## src/rtl/key_search_scheduler.sv

```systemverilog
// Key-space scheduler for a bank of decryption cores: splits 0..KEY_MAX across cores, launches them, reports first hit.
// Optional watchdog enabled by defining SCHED_TIMEOUT_EN.
module key_search_scheduler #(
    parameter int          NUM_CORES      = 4,
    parameter logic [23:0] KEY_MAX        = 24'h3FFFFF,
    parameter logic [31:0] TIMEOUT_CYCLES = 32'd100_000_000,
    localparam int         FCW            = (NUM_CORES > 1) ? $clog2(NUM_CORES) : 1
) (
    input  logic                    clk,
    input  logic                    reset,
    input  logic                    start,
    output logic [NUM_CORES-1:0]    core_reset_n,
    output logic [NUM_CORES-1:0]    core_start,
    output logic [NUM_CORES*24-1:0] core_key_start,
    output logic [NUM_CORES*24-1:0] core_key_end,
    input  logic [NUM_CORES-1:0]    core_done,
    input  logic [NUM_CORES-1:0]    core_found,
    input  logic [NUM_CORES*24-1:0] core_key,
    output logic                    busy,
    output logic                    done,
    output logic                    key_found,
    output logic [23:0]             found_key,
    output logic [FCW-1:0]          found_core,
    output logic                    timeout
);

    typedef enum logic [2:0] {
        S_IDLE,
        S_CLEAR,
        S_LAUNCH,
        S_SEARCH,
        S_DONE
    } state_t;

    localparam logic [24:0] SPAN = ({1'b0, KEY_MAX} + 25'd1) / 25'(NUM_CORES);

    state_t               state, next_state;
    logic [1:0]           clr_cnt;
    logic                 start_q;
    logic [NUM_CORES-1:0] finished;
    logic                 hit;
    logic [FCW-1:0]       hit_idx;
    logic [23:0]          hit_key;
    logic                 all_done;
    logic                 wd_exp;

    // Static per-core ranges, computed in 25 bits so KEY_MAX+1 cannot wrap.
    for (genvar i = 0; i < NUM_CORES; i++) begin : g_range
        localparam logic [24:0] K_START = 25'(i) * SPAN;
        localparam logic [24:0] K_END   = 25'(i + 1) * SPAN - 25'd1;
        assign core_key_start[i*24 +: 24] = K_START[23:0];
        assign core_key_end[i*24 +: 24]   = K_END[23:0];
    end

`ifdef SCHED_TIMEOUT_EN
    logic [31:0] wdog;

    assign wd_exp = (state == S_SEARCH) && (wdog == TIMEOUT_CYCLES - 32'd1);

    always_ff @(posedge clk) begin
        if (reset || state == S_CLEAR) begin
            wdog <= '0;
        end else if (state == S_SEARCH) begin
            wdog <= wdog + 32'd1;
        end
    end
`else
    logic unused_timeout_cfg;
    assign unused_timeout_cfg = ^TIMEOUT_CYCLES;
    assign wd_exp             = 1'b0;
`endif

    // Scan high to low so the lowest-indexed hit ends up selected.
    always_comb begin
        hit     = 1'b0;
        hit_idx = '0;
        hit_key = '0;
        for (int i = NUM_CORES - 1; i >= 0; i--) begin
            if (core_done[i] && core_found[i]) begin
                hit     = 1'b1;
                hit_idx = FCW'(i);
                hit_key = core_key[i*24 +: 24];
            end
        end
    end

    assign all_done = &(finished | core_done);
    assign busy     = (state == S_CLEAR) || (state == S_LAUNCH) || (state == S_SEARCH);

    always_comb begin
        next_state = state;
        case (state)
            S_IDLE:   if (start_q) next_state = S_CLEAR;
            S_CLEAR:  if (clr_cnt == 2'd1) next_state = S_LAUNCH;
            S_LAUNCH: next_state = S_SEARCH;
            S_SEARCH: if (hit || all_done || wd_exp) next_state = S_DONE;
            S_DONE:   if (start_q) next_state = S_CLEAR;
            default:  next_state = S_IDLE;
        endcase
    end

    always_ff @(posedge clk) begin
        if (reset) begin
            state        <= S_IDLE;
            clr_cnt      <= '0;
            start_q      <= 1'b0;
            finished     <= '0;
            core_reset_n <= '0;
            core_start   <= '0;
            done         <= 1'b0;
            key_found    <= 1'b0;
            found_key    <= '0;
            found_core   <= '0;
            timeout      <= 1'b0;
        end else begin
            state        <= next_state;
            start_q      <= start;
            // Core controls follow the state being entered, so an abort reaches the cores immediately.
            core_start   <= {NUM_CORES{next_state == S_LAUNCH}};
            core_reset_n <= {NUM_CORES{(next_state == S_LAUNCH) || (next_state == S_SEARCH)}};

            if (next_state == S_CLEAR && state != S_CLEAR) begin
                clr_cnt    <= '0;
                finished   <= '0;
                done       <= 1'b0;
                key_found  <= 1'b0;
                found_key  <= '0;
                found_core <= '0;
                timeout    <= 1'b0;
            end else if (state == S_CLEAR) begin
                clr_cnt <= clr_cnt + 2'd1;
            end

            if (state == S_SEARCH) begin
                finished <= finished | core_done;
                if (hit) begin
                    done       <= 1'b1;
                    key_found  <= 1'b1;
                    found_key  <= hit_key;
                    found_core <= hit_idx;
                end else if (all_done) begin
                    done <= 1'b1;
                end else if (wd_exp) begin
                    done    <= 1'b1;
                    timeout <= 1'b1;
                end
            end
        end
    end

endmodule

```

## config.mk

```make
export PLATFORM = sky130hd
export DESIGN_NAME = key_search_scheduler
export DESIGN_NICKNAME = d
export VERILOG_FILES = /design/src/rtl/key_search_scheduler.sv
export SDC_FILE = /design/constraint.sdc
export NUM_CORES = 1
export LEC_CHECK = 0
export BUFFER_PORTS_ARGS = -buffer_cell sky130_fd_sc_hd__buf_2
export CORE_AREA = 2 2 130 132
export CTS_CLUSTER_DIAMETER = 80
export CTS_CLUSTER_SIZE = 10
export DETAILED_ROUTE_END_ITERATION = 6
export DIE_AREA = 0 0 132 134
export PLACE_DENSITY_LB_ADDON = 0.25
export SETUP_SLACK_MARGIN = 0.1
export SLEW_MARGIN = 10
export SYNTH_ARGS = -nofsm -noshare
export SYNTH_HDL_FRONTEND = slang
export SYNTH_SLANG_ARGS = --single-unit
```

## constraint.sdc

```tcl
create_clock -name clk -period 2.2 [get_ports clk]
set_clock_uncertainty 0.05 [all_clocks]
set_input_delay 0.22 -clock clk [delete_from_list [all_inputs] [get_ports clk]]
set_output_delay 0.22 -clock clk [all_outputs]
set_load 0.02 [all_outputs]
```

==> results of run 1 <==
==> state kept, by name, summed over array words and instances (netlist names) <==
register and flops:
state 3, core_reset_n 1, finished 4, clr_cnt 2
found_core 2, core_start 1, key_found 1, start_q 1
done 1, found_key 24
==> cells in the mapped netlist, drive strengths merged <==
cell type	instances	share of area, %
a2111o	1	0.31
a211oi	1	0.21
a21o	1	0.21
a21oi	6	1.2
a221oi	5	1.2
a22o	1	0.24
a22oi	1	0.21
a311o	20	5.6
a311oi	1	0.24
a31oi	2	0.35
a32o	1	0.28
a32oi	1	0.24
and2	3	0.52
and3	20	3.5
buf	206	43
clkbuf	18	1.9
conb	2	0.21
dfxtp	40	22
ha	1	0.35
inv	5	0.52
nand2	6	0.63
nand2b	1	0.17
nand3	1	0.14
nand3b	1	0.21
nor2	10	1.0
nor2b	1	0.17
nor3	2	0.42
nor3b	1	0.21
o21a	1	0.21
o21ai	3	0.42
o221ai	24	5.9
o22a	2	0.49
o2bb2ai	24	6.2
or3	2	0.49
or3b	1	0.24
xnor2	1	0.24
==> per-stage QoR <==
| stage | hold slack, ns | cell area (µm²) |
|---|---|---|
| floorplan | 0.298 | 4300 |
| global placement | 0.389 | 3780 |
| detailed placement | 0.391 | 3780 |
| CTS | 0.0897 | 3920 |
| global route | 0.109 | 3920 |
| finish | 0.0978 | 3920 |
==> logic make-up (layout without fill, tap and decap cells) <==
kind of cell,after synthesis,count (layout)
AOI/OAI and AO/OA,95,95
xor gates and xnor gates,1,1
adders and majority gates,1,1
buffers and inverters,229,168
DFF,40,40
other,2,193
and+or+nand+nor,49,49
==> layout make-up <==
type	count	area (µm²)
multi-input cells	339	1860
fillers	1831	12400
clock buffers	5	125
inverters	5	18.8
repair buffers	156	826
well taps	220	275
clock inverters	2	12.5
flip-flops and latches	40	801
==> routing by layer <==
| layer | routed length (µm) | GRT usage (%) | part of all wire [%] |
|---|---|---|---|
| met3 | 1110 | 3.63 | 11 |
| met1 | 3660 | 11.2 | 36 |
| met2 | 5050 | 18.5 | 50 |
| met5 | 0 | 0 | 0 |
| met4 | 222 | 4.65 | 2.2 |
==> critical path: stages (launching register included) <==
cell                        delay [ns]
sky130_fd_sc_hd__dfxtp_1          0.48
sky130_fd_sc_hd__nand2_1          0.14
sky130_fd_sc_hd__nor3_2           0.46
sky130_fd_sc_hd__buf_4            0.26
sky130_fd_sc_hd__o221ai_1         0.16
sky130_fd_sc_hd__o2bb2ai_1        0.17
==> final timing paths <==
| check | to | cells after the start | slack [ns] |
|---|---|---|---|
| worst min-delay path | start_q | 2 | 0.1 |
| worst min register to register | found_key[3] | 1 | 0.41 |
| worst max-delay path | found_key[22] | 5 | 0.41 |
| worst max register to register | found_key[22] | 5 | 0.41 |
==> report_power, final <==
part	internal, mW	switching, mW	total [mW]
registers	0.733	0.00926	0.742
clock network	0.412	0.298	0.710
logic	0.170	0.479	0.649
==> impl_results.md, run 1 <==
* Result of the run: finished clean
* Number of iterations in the first detailed-routing pass at 4
* FMAX at 560 MHz
* Total of buffers placed on input and output ports at 143
* Remaining design rule violation count at 0
* Cell count after synthesis at 417
* Hold-fix buffers at CTS at 0
* Data required time at the worst endpoint at 2.37 ns
* Placed instance count at 760
* Hpwl dp at 8.19 mm
* Share of synthesized cell area in and, or, nand and nor gates at 7.75%
* Total gr overflow at 0
* ANT nets after route at 0
* Num rows at 47
* Final antenna diode count at 0
* Max-cap violations at 0
* Maximum number of pins on one net before global-route repair at 27
* Final Worst Setup Slack at slightly above 0.4 ns
* Mean cell area of the mapped netlist at between 8 and 9 µm²
* Power per standard cell area at between 500 and 600 nW/µm²
* Via count of the routed design at 2,908
* Standard cell core area at 16,300 µm²
* Final weighted congestion of routability-driven global placement at 0.881
* Clock transition at the registers of the reported paths at approximately 0.070 ns
* Ratio of cells with drive above 1 in the final layout at 30.9%
* Post-detailed-route via-to-cell ratio at 3.79
* Clock Latency Late Sink at 0.29 ns
* Arrival time at the worst endpoint at 1.96 ns
* Total wirelength of the detailed-routed design at 10.0 mm
* Post-Place Worst Slack at about 0.38 ns
* Compound-cell area share of the yosys netlist at roughly a quarter
* Max-slew violation total from the final report at 0
* RSZ-0062 raised after global routing: no
* Worst r2r src: state[0]
* Number of cells in the finished layout apart from fillers at between 700 and 800
* Vertical die dimension at around 130 µm
* Hold Path Origin: start
* Post-synthesis share of cell area spent on xor and xnor gates at 0.244%
* Most frequent cells in the layout: 193 x sky130_fd_sc_hd__conb_1, 143 x sky130_fd_sc_hd__buf_2, 40 x sky130_fd_sc_hd__dfxtp_1, 24 x sky130_fd_sc_hd__o221ai_1, 22 x sky130_fd_sc_hd__o2bb2ai_1
* Setup bufs post-CTS at 0
* Worst-path maximum fanout at 10
* Final critical-path required period at 1.79 ns
* Number of nets in the final layout at between 600 and 700
* Global routing usage summed across all routing layers at 10.5%
* Worst Setup SP: state[0]
* Startpoint kind of the worst setup timing path: register
* Starting DRT DRC Count at 69
* Sinks on Clock Net at 40
* Number of global-route vias before repair at between 2k and 3k
* Deepest clock path buffer count at 2
* Initial core utilization at 22.0%
* First-pass GRT wire length at 14.5 mm
* Count of H-tree levels built during CTS at 2
* Fraction of the core area covered by cells at the end of the flow at approximately 24%
* PostCTS Resize Cnt at 0
* Worst-Margin Slew at 0.624 ns
* Min-Delay Path Class: input pin to register
* Antenna violations before repair at 0
* PnR Total Power at 2.10 mW
* Setup TNS after final layout at 0 ns
* Number of buffers inserted during clock tree synthesis at 5
* Worst ir drop on vdd at roughly 270 µV
* Path type of the worst setup path: register to register
* Share of synthesized cell area in full adder, half adder and majority cells at 0.349%
* Most common library cell in the layout ignoring fill and taps: sky130_fd_sc_hd__conb_1
* Clock tree from TritonCTS: done
* Standby leakage power at 2.06 nW
* Area grow syn2layout at 9.50%
* CP endpoint kind: register
* Number of hold violations in the final report at 0
* Worst slew margin at between 50% and 60%
* Synth Register Bits at 40
* Final setup violation count at 0
* Yosys Warn Count at 0
* Average routed wire per standard cell at 13.1 µm
* Die Width at 132 µm
* Ports at roughly 340
* Fraction of synthesized area in multiplexers at 0%
* Floorplan die area at 17,700 µm²
* Fraction of the yosys area taken by sequential cells at 22.4%
* Share of the clock period used by the worst path after layout at 81.2%
* Dominant combinational cell family by area after synthesis: buffers and inverters
* Number of distinct library cell variants in the gate-level netlist after synthesis at 42
* Mapped Area at approximately 3600 µm²
* Root buf cell: sky130_fd_sc_hd__clkbuf_16
Power figures use the tool's default switching activity.
==> inputs of run 2 (changes only) <==
==> constraint.sdc (replaced) <==
create_clock -name clk -period 1.55 [get_ports clk]
set_clock_uncertainty 0.05 [all_clocks]
set_input_delay 0.155 -clock clk [delete_from_list [all_inputs] [get_ports clk]]
set_output_delay 0.155 -clock clk [all_outputs]
set_load 0.02 [all_outputs]
==> run 2 against run 1 <==
Net effect:
- clock power grew 42%
- power grew 44%
- highest routed layer unchanged
- critical path type unchanged
- first-iteration DRC count grew 8.7%
- register-to-register slack lost 0.31 ns
==> impl_results.md, run 2 (synthesized netlist as in run 1, its figures left out) <==
* Number of nets in the final layout at roughly 670
* FMAX at a little under 700 MHz
* Clock Latency Late Sink at 0.28 ns
* Number of cells in the finished layout apart from fillers at 784
* Worst Setup SP: finished[3]
* PnR Total Power at 3.04 mW
* Number of cell instances on the worst register-to-register path at 3
* Count of H-tree levels built during CTS at 2
* Die Width at around 130 µm
* Register with the most flip-flops: found_key
* Max-cap violations at 0
* Remaining design rule violation count at 0
* Deepest clock path buffer count at 2
* Post-detailed-route via-to-cell ratio at 3.80
* Hold-fix buffers at CTS at 0
* Standby leakage power at 2.23 nW
* Share of the clock period used by the worst path after layout at between 90 and 100%
* RR Endpoint: state[0]
* Floorplan die area at around 18,000 µm²
* Worst r2r src: finished[3]
* Longest individual stage delay on the worst path at 0.52 ns
* Number of buffers inserted during clock tree synthesis at 5
* Starting DRT DRC Count at 75
* Final setup violation count at 0
* Setup TNS after final layout at 0 ns
* Max-slew violation total from the final report at 0
* CP endpoint kind: register
* Ratio of cells with drive above 1 in the final layout at 36.2%
* Worst path depth at 3
* RSZ-0062 raised after global routing: yes
* Max FFs per register at 24
* Final critical-path required period at 1.45 ns
* Total wirelength of the detailed-routed design at 10.1 mm
* Number of global-route vias before repair at roughly 2.7k
* Post-Place Worst Slack at -0.0331 ns
* Average routed wire per standard cell at 12.9 µm
* Global routing usage summed across all routing layers at 9.69%
* Root buf cell: sky130_fd_sc_hd__clkbuf_16
* Total placed instance area at 3910 µm²
* Hold Crit Depth at 2
* Ports at between 300 and 400
* Fraction of the core area covered by cells at the end of the flow at 26.0%
* Startpoint kind of the worst setup timing path: register
* Placed instance count at 773
* Area grow syn2layout at 18.2%
* Power per standard cell area at 717 nW/µm²
* Capture point of the worst path: state[0]
* Final Hold Slack at approximately 0.047 ns
* Final Worst Setup Slack at 0.101 ns
* Min-Delay Path Class: input pin to register
* Final instance area at 4240 µm²
* Final weighted congestion of routability-driven global placement at between 0.8 and 0.9
* Arrival time at the worst endpoint at 1.58 ns
* Top flop regs: found_key (24), finished (4), state (3)
* Total of buffers placed on input and output ports at 143
* ANT nets after route at 0
* Most frequent cells in the layout: 193 x sky130_fd_sc_hd__conb_1, 143 x sky130_fd_sc_hd__buf_2, 36 x sky130_fd_sc_hd__dfxtp_1, 24 x sky130_fd_sc_hd__o221ai_1
* Clock tree from TritonCTS: done
* Final antenna diode count at 0
* Slowest library cell on the worst path: sky130_fd_sc_hd__a2111o_1
* Number of iterations in the first detailed-routing pass at 4
* Worst-path maximum fanout at 5
* Data required time at the worst endpoint at 1.68 ns
* WP buf/inv at 0
* Maximum number of pins on one net before global-route repair at 26
* Vertical die dimension at 134 µm
* Clock transition at the registers of the reported paths at 0.06 ns
* Antenna violations before repair at 0
* Standard cell core area at 16,300 µm²
* First-pass GRT wire length at around 14 mm
* Sinks on Clock Net at 40
* Num rows at 47
* Worst ir drop on vdd at 314 µV
* Path type of the worst setup path: register to register
* Total gr overflow at 0
* Category of cells accounting for the largest share of critical-path delay: compound AO/OA/AOI/OAI gates
* Reg2reg setup slack at 0.10 ns
* Initial core utilization at 22.0%
* Most common library cell in the layout ignoring fill and taps: sky130_fd_sc_hd__conb_1
* Via count of the routed design at 2,983
* Number of hold violations in the final report at 0
* Hpwl dp at about 8.0 mm
* Result of the run: finished clean
* List of cells traversed by the critical path: o22a_1 > a2111o_1 > a311oi_1
-- run 2: cell count changes in the layout (fill, tap and decap cells not counted), sizes merged --
cell	delta
buf	+15
clkbuf	+2
-- run 2: worst min-delay path by stage --
stage	start	to	slack, ns
2_1_floorplan	start	start_q	0.23
3_3_place_gp	start	start_q	0.33
3_5_place_dp	start	start_q	0.32
4_1_cts	start	start_q	0.03
5_1_grt	start	start_q	0.06
6_report	start	start_q	0.05
-- run 2: where the power goes --
group,total [mW],internal (mW),switching (mW)
Clock,1.01,0.585,0.429
Sequential,1.05,1.04,0.00880
Combinational,0.972,0.275,0.698
-- run 2: metal layers --
metal | track usage [%] | wire length, µm
met3 | 2.95 | 952
met4 | 3.68 | 157
met2 | 17.3 | 5200
met1 | 10.8 | 3810
met5 | 0 | 0
-- run 2: area by class of cell --
| class | instances | area (µm²) |
|---|---|---|
| clock buffer | 5 | 125 |
| clock inverter | 2 | 12.5 |
| fill | 1793 | 12100 |
| inverter | 5 | 18.8 |
| multi-input combinational | 339 | 1970 |
| sequential | 40 | 806 |
| tap | 220 | 275 |
| timing repair buffer | 173 | 1030 |
-- run 2: what timing repair did --
| action | 4_1_cts | 5_1_grt |
|---|---|---|
| setup endpoints to repair | 4 | 27 |
| pin swaps | 2 | 5 |
| setup buffers | 0 | 1 |
| cloned | 0 | 3 |
| gates resized for setup | 2 | 24 |
-- run 2: worst register-to-register path: stages (launching register included) --
cell	delay [ns]
sky130_fd_sc_hd__dfxtp_2	0.32
sky130_fd_sc_hd__o22a_1	0.19
sky130_fd_sc_hd__a2111o_1	0.52
sky130_fd_sc_hd__a311oi_1	0.27
